[src/rtl/period_meter.sv]
// Measures period and high time of an asynchronous square wave in clkin cycles.
// Define PERIOD_METER_HIGH_TIME_EN to build the high-time counter; otherwise high_time reads 0.
module period_meter #(
  parameter int unsigned CNT_W   = 32,
  parameter int unsigned TIMEOUT = 100000000,
  parameter int unsigned TOL     = 0
) (
  input  logic             clkin,
  input  logic             rst_n,
  input  logic             sig_in,
  input  logic             clr,
  output logic [CNT_W-1:0] period,
  output logic [CNT_W-1:0] high_time,
  output logic             period_valid,
  output logic             locked,
  output logic             stable,
  output logic             timeout
);

  localparam logic [CNT_W-1:0] TIMEOUT_C = CNT_W'(TIMEOUT);
  localparam logic [CNT_W-1:0] TOL_C     = CNT_W'(TOL);
  localparam logic [CNT_W-1:0] ONE_C     = CNT_W'(1);

  typedef enum logic {IDLE, MEASURE} state_e;

  state_e           state_q, state_d;
  logic             s1_q, s2_q, s3_q;
  logic             s1_d, s2_d, s3_d;
  logic [CNT_W-1:0] cnt_q, cnt_d;
  logic [CNT_W-1:0] prev_q, prev_d;
  logic [CNT_W-1:0] period_q, period_d;
  logic             period_valid_q, period_valid_d;
  logic             locked_q, locked_d;
  logic             stable_q, stable_d;
  logic             timeout_q, timeout_d;
  logic             rise;
  logic             load_one;
  logic             count_en;
  logic             publish;
  logic [CNT_W-1:0] diff;

  always_comb begin
    s1_d = sig_in;
    s2_d = s1_q;
    s3_d = s2_q;
  end

  assign rise = s2_q & ~s3_q;
  assign diff = (cnt_q >= prev_q) ? (cnt_q - prev_q) : (prev_q - cnt_q);

  // clr overrides everything; a rise at cnt==TIMEOUT still publishes
  always_comb begin
    state_d        = state_q;
    cnt_d          = cnt_q;
    prev_d         = prev_q;
    period_d       = period_q;
    period_valid_d = 1'b0;
    locked_d       = locked_q;
    stable_d       = stable_q;
    timeout_d      = timeout_q;
    load_one       = 1'b0;
    count_en       = 1'b0;
    publish        = 1'b0;
    if (clr) begin
      state_d   = IDLE;
      cnt_d     = '0;
      period_d  = '0;
      locked_d  = 1'b0;
      stable_d  = 1'b0;
      timeout_d = 1'b0;
    end else begin
      case (state_q)
        IDLE: begin
          if (rise) begin
            state_d  = MEASURE;
            load_one = 1'b1;
          end
        end
        MEASURE: begin
          if (rise) begin
            publish        = 1'b1;
            load_one       = 1'b1;
            period_d       = cnt_q;
            period_valid_d = 1'b1;
            stable_d       = locked_q && (diff <= TOL_C);
            locked_d       = 1'b1;
            timeout_d      = 1'b0;
            prev_d         = cnt_q;
          end else if (cnt_q == TIMEOUT_C) begin
            state_d   = IDLE;
            timeout_d = 1'b1;
            locked_d  = 1'b0;
            stable_d  = 1'b0;
          end else begin
            count_en = 1'b1;
          end
        end
      endcase
      if (load_one) begin
        cnt_d = ONE_C;
      end else if (count_en) begin
        cnt_d = cnt_q + ONE_C;
      end
    end
  end

  always_ff @(posedge clkin or negedge rst_n) begin
    if (!rst_n) begin
      state_q        <= IDLE;
      s1_q           <= 1'b0;
      s2_q           <= 1'b0;
      s3_q           <= 1'b0;
      cnt_q          <= '0;
      prev_q         <= '0;
      period_q       <= '0;
      period_valid_q <= 1'b0;
      locked_q       <= 1'b0;
      stable_q       <= 1'b0;
      timeout_q      <= 1'b0;
    end else begin
      state_q        <= state_d;
      s1_q           <= s1_d;
      s2_q           <= s2_d;
      s3_q           <= s3_d;
      cnt_q          <= cnt_d;
      prev_q         <= prev_d;
      period_q       <= period_d;
      period_valid_q <= period_valid_d;
      locked_q       <= locked_d;
      stable_q       <= stable_d;
      timeout_q      <= timeout_d;
    end
  end

`ifdef PERIOD_METER_HIGH_TIME_EN
  logic [CNT_W-1:0] hcnt_q, hcnt_d;
  logic [CNT_W-1:0] high_time_q, high_time_d;

  // hcnt starts at 1 because s2 is high in the rise cycle itself
  always_comb begin
    hcnt_d      = hcnt_q;
    high_time_d = high_time_q;
    if (clr) begin
      hcnt_d      = '0;
      high_time_d = '0;
    end else begin
      if (publish) begin
        high_time_d = hcnt_q;
      end
      if (load_one) begin
        hcnt_d = ONE_C;
      end else if (count_en) begin
        hcnt_d = hcnt_q + CNT_W'(s2_q);
      end
    end
  end

  always_ff @(posedge clkin or negedge rst_n) begin
    if (!rst_n) begin
      hcnt_q      <= '0;
      high_time_q <= '0;
    end else begin
      hcnt_q      <= hcnt_d;
      high_time_q <= high_time_d;
    end
  end

  assign high_time = high_time_q;
`else
  assign high_time = '0;
`endif

  assign period       = period_q;
  assign period_valid = period_valid_q;
  assign locked       = locked_q;
  assign stable       = stable_q;
  assign timeout      = timeout_q;

endmodule
[config.mk]
export PLATFORM = sky130hd
export DESIGN_NAME = period_meter
export DESIGN_NICKNAME = d
export VERILOG_FILES = /design/src/rtl/period_meter.sv
export SDC_FILE = /design/constraint.sdc
export NUM_CORES = 1
export LEC_CHECK = 0
export ABC_AREA = 1
export BUFFER_PORTS_ARGS = -buffer_cell sky130_fd_sc_hd__buf_2
export CAP_MARGIN = 25
export CORE_ASPECT_RATIO = 2
export CORE_MARGIN = 8
export CORE_UTILIZATION = 51
export CTS_BUF_LIST = sky130_fd_sc_hd__clkbuf_2 sky130_fd_sc_hd__clkbuf_4 sky130_fd_sc_hd__clkbuf_8
export CTS_CLUSTER_SIZE = 8
export DETAILED_ROUTE_END_ITERATION = 8
export PLACE_DENSITY = 0.77
export SLEW_MARGIN = 20
export SYNTH_ARGS = -nofsm -noshare
export SYNTH_HDL_FRONTEND = slang
export SYNTH_SLANG_ARGS = --single-unit
[constraint.sdc]
create_clock -name clkin -period 2.3 [get_ports clkin]
set_input_delay 0.23 -clock clkin [delete_from_list [all_inputs] [get_ports clkin]]
set_output_delay 0.23 -clock clkin [all_outputs]
set_load 0.02 [all_outputs]
# Word level (Yosys, flattened, before mapping)
# Cells that the tools add are included.
[classes]
n_reduce_logical = 8
magnitude_cmp = 2
eq_ne = 1
bitwise_logic = 4
muxes = 29
add_sub_neg = 3
[ops]
columns = ["op", "n"]
rows = [
  ["32-bit two-way mux", 7],
  ["32-bit subtractor", 2],
  ["32-bit by 1-bit adder with 32-bit output, second input constant", 1],
  ["32-bit by 27-bit == test with 1-bit output, second input constant", 1],
  ["32-bit greater-or-equal comparator", 1],
  ["32-bit by 1-bit less-or-equal comparator with 1-bit output, second input constant", 1],
  ["1-bit two-way mux", 21],
  ["3-bit nonzero test", 2],
  ["2-bit AND reduction", 2],
  ["2-bit nonzero test", 2],
  ["1-bit NOT", 3],
  ["3-bit AND reduction", 1],
  ["1-bit one-hot mux with 2 select lines", 1],
  ["1-bit bitwise AND", 1],
  ["1-bit logical AND", 1],
]
[totals]
reg_bits = 104
elab_cells = 58
input_bits = 4

# Logic depth before layout (Yosys ltp)
# Gate-level depths: netlist of run 1.
[logic_depth]
word_depth = 8
ltp_mapped = 21
depth_no_buf = 20

# Worst setup path before layout of run 1
# No wires, ideal clock.
[synth_timing]
kind = "reg2reg"
startpoint = "reg cnt_q[13]"
endpoint = "reg stable_q (netlist: stable)"
path_slack_ps = 46
path_stages_with_launch = 20
arrival_time_ps = 2137
setup_time_ps = 117
cell_sequence = "dfrtp_1 > clkbuf_1 > inv_1 > ha_1 > buf_2 > nand2_1 > nor2_1 > inv_2 > nor2_1 > nand2_2 > nand3_2 > nand2_2 > nand2_4 > inv_2 > nand2_1 > nor2_1 > nand3_1 > nand2_1 > nand3_1 > nand2_1"
[synth_via]
elab_chain_len = 7
elab_cells_between_ends = 12
cone_classes = "2 x add/sub; 2 x order compare; 1 x eq/ne; 4 x mux; 3 x reduce/logical"
[synth_rtl]
columns = ["element", "line_no", "source"]
rows = [
  ["start: declaration", "29", "logic [CNT_W-1:0] cnt_q, cnt_d;"],
  ["start signal: assignment", "125", "cnt_q <= cnt_d;"],
  ["32-bit subtractor or 32-bit greater-or-equal comparator (tied branches)", "49", "assign diff = (cnt_q >= prev_q) ? (cnt_q - prev_q) : (prev_q - cnt_q);"],
  ["32-bit two-way mux", "49", ""],
  ["32-bit by 1-bit less-or-equal comparator with 1-bit output", "85", "stable_d = locked_q && (diff <= TOL_C);"],
  ["1-bit logical AND", "85", ""],
  ["1-bit two-way mux", "80", "if (rise) begin"],
  ["1-bit two-way mux", "72", "case (state_q)"],
  ["1-bit two-way mux", "64", "if (clr) begin"],
  ["end signal: assignment", "130", "stable_q <= stable_d;"],
  ["end: declaration", "34", "logic stable_q, stable_d;"],
]
# Parallel ways exist; a longest one is shown, timed or not. The select of a mux whose other input is x is not followed.
# A chain may end at the register's enable or synchronous reset.

# Final worst setup path of run 1
[layout_timing]
startpoint = "reg cnt_q[19]"
endpoint = "reg stable_q (netlist: stable)"
# Same word-level chain as after synthesis.

==> flow_summary.html, run 1 <==
<table>
<tr><th>Metric</th><th>Value</th></tr>
<tr><th colspan="2">Outcome</th></tr>
<tr><td>Status</td><td>finished with violations</td></tr>
<tr><td>Violations in the final reports</td><td>setup timing</td></tr>
<tr><th colspan="2">Clock network</th></tr>
<tr><td>Total clock buffers created by CTS</td><td>9</td></tr>
<tr><td>Clock-pin slew reported for the worst setup and hold paths after clock tree synthesis</td><td>about 0.11 ns</td></tr>
<tr><td>Library cell used as clock root buffer</td><td>sky130_fd_sc_hd__clkbuf_8</td></tr>
<tr><td>Clock Latency Late Sink</td><td>0.39 ns</td></tr>
<tr><td>CTS tree</td><td>built</td></tr>
<tr><td>CTS HTree Levels</td><td>3</td></tr>
<tr><td>Clock Tree Buf Depth</td><td>2</td></tr>
<tr><td>Number of clock sinks seen by CTS</td><td>104</td></tr>
<tr><th colspan="2">Critical path</th></tr>
<tr><td>Maximum net fanout on the critical path</td><td>5</td></tr>
<tr><td>Endpoint class of the critical path</td><td>flip-flop</td></tr>
<tr><td>CP most frequent cell</td><td>sky130_fd_sc_hd__nand2_1</td></tr>
<tr><td>Cells along the critical path</td><td>inv_2, ha_4, a21oi_4, buf_6, buf_4, o21ai_0, buf_4, a21oi_1, nand4_1, nand2_1, nand2_1, nor2_2, nand3_1, nand2_1, nand3_1, nand2_1</td></tr>
<tr><td>Highest cell delay on the worst timing path</td><td>~0.42 ns</td></tr>
<tr><td>Worst Setup Start Kind</td><td>flip-flop</td></tr>
<tr><td>Crit Path Class</td><td>flip-flop to flip-flop</td></tr>
<tr><td>Crit path DAT</td><td>about 2.7 ns</td></tr>
<tr><td>Crit path required time</td><td>about 2.6 ns</td></tr>
<tr><td>Cell family contributing the most delay on the critical path</td><td>simple AND/OR/NAND/NOR gates</td></tr>
<tr><td>Number of stages on the worst setup path</td><td>16</td></tr>
<tr><td>Number of buffers and inverters on the critical path</td><td>4</td></tr>
<tr><td>Crit-path slowest cell</td><td>sky130_fd_sc_hd__dfrtp_1</td></tr>
<tr><td>Number of cell instances on the worst register-to-register path</td><td>16</td></tr>
<tr><th colspan="2">Yosys</th></tr>
<tr><td>Average cell area after synthesis</td><td>6.10 sq um</td></tr>
<tr><td>Portion of netlist area occupied by mux cells</td><td>0%</td></tr>
<tr><td>Yosys Warn Count</td><td>0</td></tr>
<tr><td>Simple logic cell fraction of the synthesized area</td><td>between 30 and 40%</td></tr>
<tr><td>Adder-Cell Fraction of Synth Area</td><td>approximately 8.6%</td></tr>
<tr><td>Share of the yosys chip area belonging to registers</td><td>27.6%</td></tr>
<tr><td>Complex-gate fraction of the synthesized area</td><td>10.6%</td></tr>
<tr><td>XOR/XNOR Fraction of Synth Area</td><td>1.12%</td></tr>
<tr><td>Cells after synthesis</td><td>1544</td></tr>
<tr><td>Main combinational cell family by area after synthesis</td><td>simple AND/OR/NAND/NOR gates</td></tr>
<tr><td>Cell area after synthesis</td><td>0.00942 sq mm</td></tr>
<tr><td>Count of state elements after synthesis</td><td>around 100</td></tr>
<tr><td>Distinct cells, synth</td><td>36</td></tr>
<tr><th colspan="2">Flow run</th></tr>
<tr><td>Max-cap violations</td><td>0</td></tr>
<tr><th colspan="2">Finish</th></tr>
<tr><td>Number of standard cells in the final layout excluding fillers</td><td>2088</td></tr>
<tr><td>Register area</td><td>0.00260 sq mm</td></tr>
<tr><td>Combined area of the multi-input logic cells</td><td>0.00707 sq mm</td></tr>
<tr><td>Growth of design area from synthesis to finish</td><td>45.9%</td></tr>
<tr><td>Leading cell types in the layout, fill and taps excluded</td><td>sky130_fd_sc_hd__nand2_1, sky130_fd_sc_hd__buf_4, sky130_fd_sc_hd__inv_1</td></tr>
<tr><td>Nets</td><td>1937</td></tr>
<tr><td>Most frequent standard cell in the layout excluding fill and tap cells</td><td>sky130_fd_sc_hd__nand2_1</td></tr>
<tr><td>Diode insertion count for antenna repair</td><td>0</td></tr>
<tr><td>Proportion of layout cells with a drive suffix above 1</td><td>37.0%</td></tr>
<tr><td>Fill count</td><td>1362</td></tr>
<tr><th colspan="2">Placed design</th></tr>
<tr><td>Placed Cells</td><td>2018</td></tr>
<tr><td>Final HPWL DP</td><td>around 28000 um</td></tr>
<tr><td>Routability-driven placement congestion ratio</td><td>1.02</td></tr>
<tr><td>Post-place setup slack</td><td>-0.361 ns</td></tr>
<tr><td>Count of port buffers added during placement</td><td>39</td></tr>
<tr><th colspan="2">Timing</th></tr>
<tr><td>Min setup slack post-route</td><td>-0.0785 ns</td></tr>
<tr><td>Final setup violating endpoints</td><td>4</td></tr>
<tr><td>Final hold violation count</td><td>0</td></tr>
<tr><td>Period Utilization, post-route</td><td>103%</td></tr>
<tr><td>Hold Slack</td><td>~0.26 ns</td></tr>
<tr><td>Clock skew after layout</td><td>about 0.018 ns</td></tr>
<tr><td>Minimum clock period after layout</td><td>roughly 2.4 ns</td></tr>
<tr><td>Achievable clock frequency</td><td>420 MHz</td></tr>
<tr><td>Slew Limit Headroom</td><td>about three fifths</td></tr>
<tr><td>Setup repair after global routing missed its margin</td><td>yes</td></tr>
<tr><td>Actual slew at the worst max-slew pin</td><td>0.598 ns</td></tr>
<tr><td>Max Slew Vio Count</td><td>0</td></tr>
<tr><th colspan="2">Pwr</th></tr>
<tr><td>Peak VDD IR</td><td>a little under 600 uV</td></tr>
<tr><td>Leakage power summed over all cells</td><td>0.00741 uW</td></tr>
<tr><td>Switching portion of total power</td><td>46.5%</td></tr>
<tr><td>Sequential group share of total power</td><td>24.2%</td></tr>
<tr><td>Pwr dens</td><td>624 mW/mm^2</td></tr>
<tr><td>Clock power share</td><td>13.6%</td></tr>
<tr><td>Internal power component</td><td>4590 uW</td></tr>
<tr><td>Share of total power in combinational logic</td><td>a little over 60%</td></tr>
<tr><td>Switching power</td><td>3990 uW</td></tr>
<tr><td>Total power consumption of the routed design</td><td>8570 uW</td></tr>
<tr><th colspan="2">Detailed routing</th></tr>
<tr><td>Post-route ant nets</td><td>0</td></tr>
<tr><td>Final wirelength</td><td>between 30000 and 40000 um</td></tr>
<tr><td>Initial DRC count</td><td>895</td></tr>
<tr><td>WL per Instance</td><td>19.0 um</td></tr>
<tr><td>Drt drc</td><td>0</td></tr>
<tr><td>Total via count after detailed routing</td><td>approximately 12000</td></tr>
<tr><td>Avg Vias per Cell</td><td>between 5 and 6</td></tr>
<tr><td>Router iterations before antenna repair</td><td>7</td></tr>
<tr><th colspan="2">Die</th></tr>
<tr><td>Count of pins on the block boundary</td><td>72</td></tr>
<tr><td>Core Area</td><td>0.0182 sq mm</td></tr>
<tr><td>Chip Width</td><td>112 um</td></tr>
<tr><td>Area of the die</td><td>0.0233 sq mm</td></tr>
<tr><td>Cell Rows</td><td>70</td></tr>
<tr><td>Vertical die dimension</td><td>around 210 um</td></tr>
<tr><td>Effective utilization at floorplan</td><td>51.7%</td></tr>
<tr><th colspan="2">GRT</th></tr>
<tr><td>Pin count of the biggest net entering global routing</td><td>between 50 and 60</td></tr>
<tr><td>Via count of the first global-routing pass</td><td>about 11000</td></tr>
<tr><td>Wire length of the first global-routing pass</td><td>54300 um</td></tr>
<tr><td>Number of antenna violations at the first check in global routing</td><td>0</td></tr>
<tr><td>Congestion Overflow GR</td><td>0</td></tr>
<tr><td>Global-route usage over all layers</td><td>29.3%</td></tr>
<tr><th colspan="2">Min path</th></tr>
<tr><td>Cell depth of the worst hold path</td><td>3</td></tr>
<tr><td>Hold/Removal Path Class</td><td>input port to flip-flop</td></tr>
</table>
==> registers in the layout (all words and copies together), names as in the netlist <==
| signal | cells |
|---|---|
| cnt_q | 32 |
| locked | 1 |
| period | 32 |
| period_valid | 1 |
| prev_q | 32 |
| s1_q | 1 |
| s2_q | 1 |
| s3_q | 1 |
| stable | 1 |
| state_q | 1 |
| timeout | 1 |
==> synth_stat cells, drive strengths merged <==
cell,number,area share [%]
a21o,1,0.080
a21oi,78,4.2
and2,1,0.066
and3,1,0.066
buf,39,2.9
clkbuf,17,0.68
clkinv,4,0.16
conb,1,0.040
dfrtp,104,28
ha,65,8.6
inv,264,11
nand2,554,22
nand3,103,5.6
nand3b,1,0.080
nand4,28,1.9
nor2,123,5.4
nor3,20,1.1
nor3b,2,0.16
nor4,9,0.82
o21a,1,0.080
o21ai,112,5.9
o21bai,4,0.32
xnor2,1,0.093
xor2,11,1.0
==> area by class of cell <==
| type | instances | area share, % |
|---|---|---|
| multi-input combinational | 1147 | 51.4 |
| clock inverter | 5 | 0.428 |
| sequential | 104 | 18.9 |
| clock buffer | 10 | 0.955 |
| tap | 216 | 1.97 |
| inverter | 268 | 7.41 |
| timing repair buffer | 338 | 18.9 |
==> routing by layer <==
metal	GRT usage [%]	share of wire, %	vias to the layer above
met5	0	0	-
met1	30.4	34	5502
met3	2.44	6.4	238
met4	21.2	9.3	0
met2	53.9	50	656
li1	-	-	5420
==> through the flow <==
| stage | util (%) | area [sq um] | setup TNS [ns] |
|---|---|---|---|
| after floorplan | - | 9540 | 0 |
| after global placement | 63.4 | 11500 | -0.397 |
| after detailed placement | 63.4 | 11500 | -0.361 |
| after CTS | 68.6 | 12500 | 0 |
| after global routing | 75.5 | 13800 | -2.47 |
| final | 75.5 | 13800 | -0.110 |
==> worst min-delay path, cell delays in order <==
cell and delay, ns:
sky130_fd_sc_hd__buf_2 0.17, sky130_fd_sc_hd__a21oi_1 0.08, sky130_fd_sc_hd__buf_4 0.13
==> timing repair <==
action,in CTS,in global routing
hold buffers,2,0
pin swaps,22,118
resized for setup,144,280
setup endpoints to repair,1,23
buffers inserted,14,39
hold endpoints to repair,39,0
==> power by group through the flow <==
stage | clock [uW] | sequential (uW) | combinational, uW
6_report | 1170 | 2070 | 5340
4_1_cts | 1160 | 2050 | 4500
3_3_place_gp | 0 | 2040 | 4010
3_5_place_dp | 0 | 2050 | 4050
5_1_grt | 1220 | 2080 | 5760
2_1_floorplan | 0 | 2030 | 2450
==> kinds of logic (layout without fill, tap and decap cells) <==
group	after synthesis	count (layout)
flops	104	104
xor+xnor	12	12
compound gates	196	196
buf+inv	324	621
other cells	1	32
simple gates	842	842
fa+ha+maj	65	65
==> path summary, 6_finish.rpt <==
kind	startpoint	slack, ns	endpoint
worst max-delay path	cnt_q[19]$_DFFE_PN0P_	-0.08	stable$_DFFE_PN0P_
worst min-delay path	clr	0.26	state_q$_DFF_PN0_
worst max register to register	cnt_q[19]$_DFFE_PN0P_	-0.08	stable$_DFFE_PN0P_
worst min register to register	s1_q$_DFF_PN0_	0.37	s2_q$_DFF_PN0_
max in group asynchronous	rst_n	1.29	cnt_q[15]$_DFFE_PN0P_
min in group asynchronous	rst_n	0.39	period[2]$_DFFE_PN0P_
No activity file was read; power rests on OpenSTA's default activity.
==> inputs of run 2 (changes only) <==
Settings changed: BUFFER_PORTS_ARGS -buffer_cell sky130_fd_sc_hd__buf_2 to -buffer_cell sky130_fd_sc_hd__clkbuf_2.
==> flow_summary.html, run 2 (synthesis results as in run 1) <==
<table>
<tr><th>Metric</th><th>Value</th></tr>
<tr><th colspan="2">Outcome</th></tr>
<tr><td>Status</td><td>finished with violations</td></tr>
<tr><td>Violations in the final reports</td><td>setup timing</td></tr>
<tr><th colspan="2">Detailed routing</th></tr>
<tr><td>Total via count after detailed routing</td><td>approximately 12000</td></tr>
<tr><td>Max layer used</td><td>met4</td></tr>
<tr><td>Sum of met3 wire segment lengths after detailed routing</td><td>2390 um</td></tr>
<tr><td>Final wirelength</td><td>38700 um</td></tr>
<tr><td>Avg Vias per Cell</td><td>~5.6</td></tr>
<tr><td>Initial DRC count</td><td>~950</td></tr>
<tr><td>Routed met1 length</td><td>13400 um</td></tr>
<tr><td>Post-route ant nets</td><td>0</td></tr>
<tr><td>Router iterations before antenna repair</td><td>6</td></tr>
<tr><td>Total met2 wirelength after detailed routing</td><td>19400 um</td></tr>
<tr><td>Drt drc</td><td>0</td></tr>
<tr><td>WL per Instance</td><td>about 19 um</td></tr>
<tr><th colspan="2">Pwr</th></tr>
<tr><td>Pwr dens</td><td>655 mW/mm^2</td></tr>
<tr><td>Peak VDD IR</td><td>727 uV</td></tr>
<tr><td>Leakage power summed over all cells</td><td>0.00718 uW</td></tr>
<tr><td>Total power consumption of the routed design</td><td>approximately 8700 uW</td></tr>
<tr><th colspan="2">Timing</th></tr>
<tr><td>Period Utilization, post-route</td><td>108%</td></tr>
<tr><td>Max Slew Vio Count</td><td>0</td></tr>
<tr><td>Actual slew at the worst max-slew pin</td><td>0.593 ns</td></tr>
<tr><td>Slew Limit Headroom</td><td>60.5%</td></tr>
<tr><td>Setup repair after global routing missed its margin</td><td>yes</td></tr>
<tr><td>Min setup slack post-route</td><td>-0.183 ns</td></tr>
<tr><td>Final hold violation count</td><td>0</td></tr>
<tr><td>Clock skew after layout</td><td>approximately 0.018 ns</td></tr>
<tr><td>Minimum clock period after layout</td><td>2.48 ns</td></tr>
<tr><td>Hold Slack</td><td>0.135 ns</td></tr>
<tr><td>Achievable clock frequency</td><td>~400 MHz</td></tr>
<tr><td>Final setup violating endpoints</td><td>12</td></tr>
<tr><th colspan="2">Critical path</th></tr>
<tr><td>Crit Path Class</td><td>flip-flop to flip-flop</td></tr>
<tr><td>Cell family contributing the most delay on the critical path</td><td>simple AND/OR/NAND/NOR gates</td></tr>
<tr><td>Crit path DAT</td><td>2.80 ns</td></tr>
<tr><td>Crit path required time</td><td>2.62 ns</td></tr>
<tr><td>Crit-path slowest cell</td><td>sky130_fd_sc_hd__dfrtp_1</td></tr>
<tr><td>Highest cell delay on the worst timing path</td><td>0.41 ns</td></tr>
<tr><td>Cells along the critical path</td><td>buf_4, ha_2, nand2_1, nand2_1, buf_4, nor2_2, nand2_2, nand2_2, nand3_2, nand2_4, nand2_8, inv_8, nand2_2, nor2_4, nand3_2, nand2_4, nand3_2, nand2_1</td></tr>
<tr><td>Number of buffers and inverters on the critical path</td><td>3</td></tr>
<tr><td>Flop-to-flop setup slack</td><td>-0.18 ns</td></tr>
<tr><td>Maximum net fanout on the critical path</td><td>8</td></tr>
<tr><td>Endpoint class of the critical path</td><td>flip-flop</td></tr>
<tr><td>Worst Setup Start Kind</td><td>flip-flop</td></tr>
<tr><th colspan="2">Clock network</th></tr>
<tr><td>CTS tree</td><td>built</td></tr>
<tr><td>CTS HTree Levels</td><td>3</td></tr>
<tr><td>Clock Latency Late Sink</td><td>0.38 ns</td></tr>
<tr><td>Number of clock sinks seen by CTS</td><td>104</td></tr>
<tr><td>Clock-pin slew reported for the worst setup and hold paths after clock tree synthesis</td><td>0.11 ns</td></tr>
<tr><td>Total clock buffers created by CTS</td><td>9</td></tr>
<tr><td>Clock Tree Buf Depth</td><td>2</td></tr>
<tr><td>Library cell used as clock root buffer</td><td>sky130_fd_sc_hd__clkbuf_8</td></tr>
<tr><th colspan="2">Die</th></tr>
<tr><td>Area of the die</td><td>0.0233 sq mm</td></tr>
<tr><td>Core Area</td><td>0.0182 sq mm</td></tr>
<tr><td>Cell Rows</td><td>70</td></tr>
<tr><td>Chip Width</td><td>112 um</td></tr>
<tr><td>Vertical die dimension</td><td>208 um</td></tr>
<tr><td>Count of pins on the block boundary</td><td>72</td></tr>
<tr><td>Effective utilization at floorplan</td><td>51.7%</td></tr>
<tr><th colspan="2">Finish</th></tr>
<tr><td>Leading cell types in the layout, fill and taps excluded</td><td>sky130_fd_sc_hd__nand2_1, sky130_fd_sc_hd__buf_4, sky130_fd_sc_hd__inv_1</td></tr>
<tr><td>Growth of design area from synthesis to finish</td><td>40.3%</td></tr>
<tr><td>Most frequent standard cell in the layout excluding fill and tap cells</td><td>sky130_fd_sc_hd__nand2_1</td></tr>
<tr><td>Diode insertion count for antenna repair</td><td>0</td></tr>
<tr><td>Fill count</td><td>1413</td></tr>
<tr><td>Nets</td><td>1913</td></tr>
<tr><td>Proportion of layout cells with a drive suffix above 1</td><td>31.1%</td></tr>
<tr><th colspan="2">GRT</th></tr>
<tr><td>Global-route usage over all layers</td><td>a little under a third</td></tr>
<tr><td>Congestion Overflow GR</td><td>0</td></tr>
<tr><td>Via count of the first global-routing pass</td><td>about 11000</td></tr>
<tr><td>Wire length of the first global-routing pass</td><td>56500 um</td></tr>
<tr><td>Number of antenna violations at the first check in global routing</td><td>0</td></tr>
<tr><td>Pin count of the biggest net entering global routing</td><td>54</td></tr>
<tr><th colspan="2">Placed design</th></tr>
<tr><td>Final HPWL DP</td><td>27800 um</td></tr>
<tr><td>Routability-driven placement congestion ratio</td><td>roughly 1</td></tr>
<tr><td>Count of port buffers added during placement</td><td>39</td></tr>
<tr><th colspan="2">Min path</th></tr>
<tr><td>Hold/Removal Path Class</td><td>input port to flip-flop</td></tr>
<tr><th colspan="2">Flow run</th></tr>
<tr><td>Max-cap violations</td><td>0</td></tr>
</table>
==> run 2: area by class of cell <==
type / instances / area, sq um / area share, %
Multi-Input combinational cell: 1147 / 6660 / 50.4
Sequential cell: 104 / 2600 / 19.7
Timing Repair Buffer: 314 / 2400 / 18.2
Inverter: 268 / 1010 / 7.67
Tap cell: 216 / 270 / 2.04
Clock buffer: 10 / 138 / 1.04
Clock inverter: 6 / 130 / 0.985
==> run 2: report_power, final <==
group	internal, uW	switching, uW	leakage (uW)	total [uW]
Sequential	1940	134	0.00141	2080
Combinational	2050	3020	0.00564	5070
Clock	860	659	0.000136	1520
==> run 2: path summary, 6_finish.rpt <==
| path | from | to | cells past startpoint |
|---|---|---|---|
| min in group asynchronous | rst_n | cnt_q[6]$_DFFE_PN0P_ | 2 |
| min | clr | state_q$_DFF_PN0_ | 2 |
| min reg2reg | s1_q$_DFF_PN0_ | s2_q$_DFF_PN0_ | 0 |
| max reg2reg | cnt_q[6]$_DFFE_PN0P_ | stable$_DFFE_PN0P_ | 18 |
| max | cnt_q[6]$_DFFE_PN0P_ | stable$_DFFE_PN0P_ | 18 |
| max in group asynchronous | rst_n | cnt_q[25]$_DFFE_PN0P_ | 3 |
==> run 2: metal layers <==
layer | up-vias | GRT usage, %
li1 | 5359 | -
met1 | 5332 | 31.0
met2 | 627 | 56.3
met3 | 224 | 2.44
met4 | 0 | 23.1
met5 | - | 0
==> run 2: worst register-to-register path: stages, from the launching register on <==
cell	delay [ns]
sky130_fd_sc_hd__dfrtp_1	0.41
sky130_fd_sc_hd__buf_4	0.16
sky130_fd_sc_hd__ha_2	0.20
sky130_fd_sc_hd__nand2_1	0.07
sky130_fd_sc_hd__nand2_1	0.12
sky130_fd_sc_hd__buf_4	0.18
sky130_fd_sc_hd__nor2_2	0.13
sky130_fd_sc_hd__nand2_2	0.11
sky130_fd_sc_hd__nand2_2	0.11
sky130_fd_sc_hd__nand3_2	0.10
sky130_fd_sc_hd__nand2_4	0.14
sky130_fd_sc_hd__nand2_8	0.12
sky130_fd_sc_hd__inv_8	0.08
sky130_fd_sc_hd__nand2_2	0.06
sky130_fd_sc_hd__nor2_4	0.12
sky130_fd_sc_hd__nand3_2	0.10
sky130_fd_sc_hd__nand2_4	0.10
sky130_fd_sc_hd__nand3_2	0.07
sky130_fd_sc_hd__nand2_1	0.06
==> run 2: stage by stage <==
stage	setup WS, ns	setup TNS [ns]	instance area, sq um	utilization (%)	cells
after global routing	-0.313	-2.26	13200	72.5	2065
after detailed placement	-0.456	-0.456	11500	62.9	2006
after floorplan	0.0461	0	9540	-	1575
after CTS	-0.0522	-0.0947	12700	69.9	2054
after global placement	-0.453	-0.453	11500	62.9	2006
final	-0.183	-0.520	13200	72.5	2065
==> run 2: what timing repair did <==
item / in CTS / in global routing
hold buffers: 2 / 0
endpoints found under the hold margin: 40 / 0
setup buffers: 30 / 11
setup endpoints to repair: 2 / 28
pin swaps: 45 / 41
resized for setup: 178 / 110
==> inputs of run 3 (changes only) <==
Settings changed: RECOVER_POWER set to 50.
==> flow_summary.html, run 3 (synthesis results as in run 1) <==
<table>
<tr><th>Metric</th><th>Value</th></tr>
<tr><th colspan="2">Critical path</th></tr>
<tr><td>Highest cell delay on the worst timing path</td><td>0.41 ns</td></tr>
<tr><td>Maximum net fanout on the critical path</td><td>8</td></tr>
<tr><td>Crit path required time</td><td>2.62 ns</td></tr>
<tr><td>Crit-path slowest cell</td><td>sky130_fd_sc_hd__dfrtp_1</td></tr>
<tr><td>Worst Setup Start Kind</td><td>flip-flop</td></tr>
<tr><td>Number of cell instances on the worst register-to-register path</td><td>18</td></tr>
<tr><td>Crit path DAT</td><td>2.81 ns</td></tr>
<tr><td>Endpoint class of the critical path</td><td>flip-flop</td></tr>
<tr><td>Flop-to-flop setup slack</td><td>-0.19 ns</td></tr>
<tr><td>Crit Path Class</td><td>flip-flop to flip-flop</td></tr>
<tr><td>Cells along the critical path</td><td>buf_4, ha_2, nand2_1, nand2_1, buf_4, nor2_2, nand2_2, nand2_2, nand3_2, nand2_4, nand2_8, inv_8, nand2_2, nor2_4, nand3_2, nand2_4, nand3_2, nand2_1</td></tr>
<tr><th colspan="2">Timing</th></tr>
<tr><td>Setup tns final</td><td>-0.516 ns</td></tr>
<tr><td>Achievable clock frequency</td><td>402 MHz</td></tr>
<tr><td>Clock skew after layout</td><td>about 0.02 ns</td></tr>
<tr><td>Max Slew Vio Count</td><td>0</td></tr>
<tr><td>Final hold violation count</td><td>0</td></tr>
<tr><td>Minimum clock period after layout</td><td>2.49 ns</td></tr>
<tr><td>Slew Limit Headroom</td><td>30.0%</td></tr>
<tr><td>Hold Slack</td><td>0.139 ns</td></tr>
<tr><td>Min setup slack post-route</td><td>-0.190 ns</td></tr>
<tr><td>Final setup violating endpoints</td><td>11</td></tr>
<tr><td>Setup repair after global routing missed its margin</td><td>yes</td></tr>
<tr><td>Actual slew at the worst max-slew pin</td><td>roughly 1.1 ns</td></tr>
<tr><td>Period Utilization, post-route</td><td>108%</td></tr>
<tr><th colspan="2">Pwr</th></tr>
<tr><td>Leakage power summed over all cells</td><td>0.00713 uW</td></tr>
<tr><td>Pwr dens</td><td>657 mW/mm^2</td></tr>
<tr><td>Peak VDD IR</td><td>roughly 720 uV</td></tr>
<tr><td>Total power consumption of the routed design</td><td>8650 uW</td></tr>
<tr><th colspan="2">Placed design</th></tr>
<tr><td>Count of port buffers added during placement</td><td>39</td></tr>
<tr><td>Routability-driven placement congestion ratio</td><td>~1.0</td></tr>
<tr><td>Final HPWL DP</td><td>27800 um</td></tr>
<tr><td>Cell area after placement</td><td>0.0115 sq mm</td></tr>
<tr><th colspan="2">Finish</th></tr>
<tr><td>Most frequent standard cell in the layout excluding fill and tap cells</td><td>sky130_fd_sc_hd__nand2_1</td></tr>
<tr><td>Post-route cell area</td><td>~0.013 sq mm</td></tr>
<tr><td>Fill count</td><td>1429</td></tr>
<tr><td>Proportion of layout cells with a drive suffix above 1</td><td>30.5%</td></tr>
<tr><td>Leading cell types in the layout, fill and taps excluded</td><td>sky130_fd_sc_hd__nand2_1, sky130_fd_sc_hd__buf_4, sky130_fd_sc_hd__inv_1</td></tr>
<tr><td>Nets</td><td>1913</td></tr>
<tr><td>Diode insertion count for antenna repair</td><td>0</td></tr>
<tr><td>Growth of design area from synthesis to finish</td><td>39.8%</td></tr>
<tr><th colspan="2">Detailed routing</th></tr>
<tr><td>Final wirelength</td><td>38700 um</td></tr>
<tr><td>Initial DRC count</td><td>933</td></tr>
<tr><td>Post-route ant nets</td><td>0</td></tr>
<tr><td>WL per Instance</td><td>around 19 um</td></tr>
<tr><td>Router iterations before antenna repair</td><td>7</td></tr>
<tr><td>Avg Vias per Cell</td><td>5.62</td></tr>
<tr><td>Drt drc</td><td>0</td></tr>
<tr><td>Total via count after detailed routing</td><td>11600</td></tr>
<tr><th colspan="2">Die</th></tr>
<tr><td>Count of pins on the block boundary</td><td>slightly above 70</td></tr>
<tr><td>Core Area</td><td>0.0182 sq mm</td></tr>
<tr><td>Chip Width</td><td>about 110 um</td></tr>
<tr><td>Area of the die</td><td>~0.023 sq mm</td></tr>
<tr><td>Cell Rows</td><td>70</td></tr>
<tr><td>Vertical die dimension</td><td>208 um</td></tr>
<tr><td>Effective utilization at floorplan</td><td>slightly above 50%</td></tr>
<tr><th colspan="2">Clock network</th></tr>
<tr><td>Library cell used as clock root buffer</td><td>sky130_fd_sc_hd__clkbuf_8</td></tr>
<tr><td>CTS tree</td><td>built</td></tr>
<tr><td>Clock Tree Buf Depth</td><td>2</td></tr>
<tr><td>Clock-pin slew reported for the worst setup and hold paths after clock tree synthesis</td><td>roughly 0.11 ns</td></tr>
<tr><td>Number of clock sinks seen by CTS</td><td>between 100 and 150</td></tr>
<tr><td>CTS HTree Levels</td><td>3</td></tr>
<tr><td>Total clock buffers created by CTS</td><td>9</td></tr>
<tr><td>Clock Latency Late Sink</td><td>0.38 ns</td></tr>
<tr><th colspan="2">GRT</th></tr>
<tr><td>Pin count of the biggest net entering global routing</td><td>54</td></tr>
<tr><td>Congestion Overflow GR</td><td>0</td></tr>
<tr><td>Global-route usage over all layers</td><td>between 30 and 40%</td></tr>
<tr><td>Number of antenna violations at the first check in global routing</td><td>0</td></tr>
<tr><td>Via count of the first global-routing pass</td><td>11400</td></tr>
<tr><td>Wire length of the first global-routing pass</td><td>56500 um</td></tr>
<tr><th colspan="2">Min path</th></tr>
<tr><td>Hold/Removal Path Class</td><td>input port to flip-flop</td></tr>
<tr><td>Cell depth of the worst hold path</td><td>2</td></tr>
<tr><th colspan="2">Flow run</th></tr>
<tr><td>Max-cap violations</td><td>0</td></tr>
<tr><th colspan="2">Outcome</th></tr>
<tr><td>Status</td><td>finished with violations</td></tr>
<tr><td>Violations in the final reports</td><td>setup timing</td></tr>
</table>
run 3: cell count changes in the layout (fill, tap and decap cells not counted), sizes merged:
cell and delta:
buf -3, clkbuf +3
run 3: metrics by stage:
| stage | cells | setup WS, ns | util [%] |
|---|---|---|---|
| 2_1_floorplan | 1575 | 0.0461 | - |
| 3_3_place_gp | 2006 | -0.453 | 62.9 |
| 3_5_place_dp | 2006 | -0.456 | 62.9 |
| 4_1_cts | 2054 | -0.0522 | 69.9 |
| 5_1_grt | 2065 | -0.313 | 72.3 |
| 6_report | 2065 | -0.190 | 72.3 |
run 3: power breakdown:
part	total (uW)	switching, uW	internal (uW)
Clock	1510	651	859
Sequential	2080	134	1940
Combinational	5060	3020	2050
run 3: area by class of cell:
cell class / instances / area (sq um) / share of cell area [%]
tap: 216 / 270 / 2.05
clock inverter: 6 / 130 / 0.988
clock buffer: 10 / 138 / 1.04
inverter: 268 / 1010 / 7.69
sequential: 104 / 2600 / 19.8
timing repair buffer: 314 / 2360 / 17.9
multi-input combinational: 1147 / 6660 / 50.6
run 3: repair_timing:
item                                    4_1_cts  5_1_grt
endpoints found under the hold margin        40        0
setup buffers                                30       11
pin swaps                                    45       41
endpoints found under the setup margin        2       28
resized for setup                           178      110
hold buffers                                  2        0
run 3: worst max-delay path, delay by kind of cell (launching register included):
family	cells	cell delay [ns]
flip-flops	1	0.41
AND/OR/NAND/NOR	14	1.40
buffers and inverters	3	0.42
adder cells (fa/ha/maj)	1	0.20
run 3: per-layer routing:
metal | GRT usage [%] | part of all wire, % | up-vias | routed length, um
met3 | 2.44 | 6.5 | 216 | 2520
met2 | 56.3 | 50 | 663 | 19300
met4 | 23.1 | 9.1 | 0 | 3500
met1 | 31.0 | 34 | 5352 | 13300
li1 | - | - | 5367 | -
met5 | 0 | 0 | - | 0
run 3: worst paths after layout:
| path | from | endpoint |
|---|---|---|
| max | cnt_q[6]$_DFFE_PN0P_ | stable$_DFFE_PN0P_ |
| min | clr | state_q$_DFF_PN0_ |
| max reg2reg | cnt_q[6]$_DFFE_PN0P_ | stable$_DFFE_PN0P_ |
| min reg2reg | s1_q$_DFF_PN0_ | s2_q$_DFF_PN0_ |
| max in group asynchronous | rst_n | cnt_q[0]$_DFFE_PN0P_ |
| min in group asynchronous | rst_n | cnt_q[6]$_DFFE_PN0P_ |
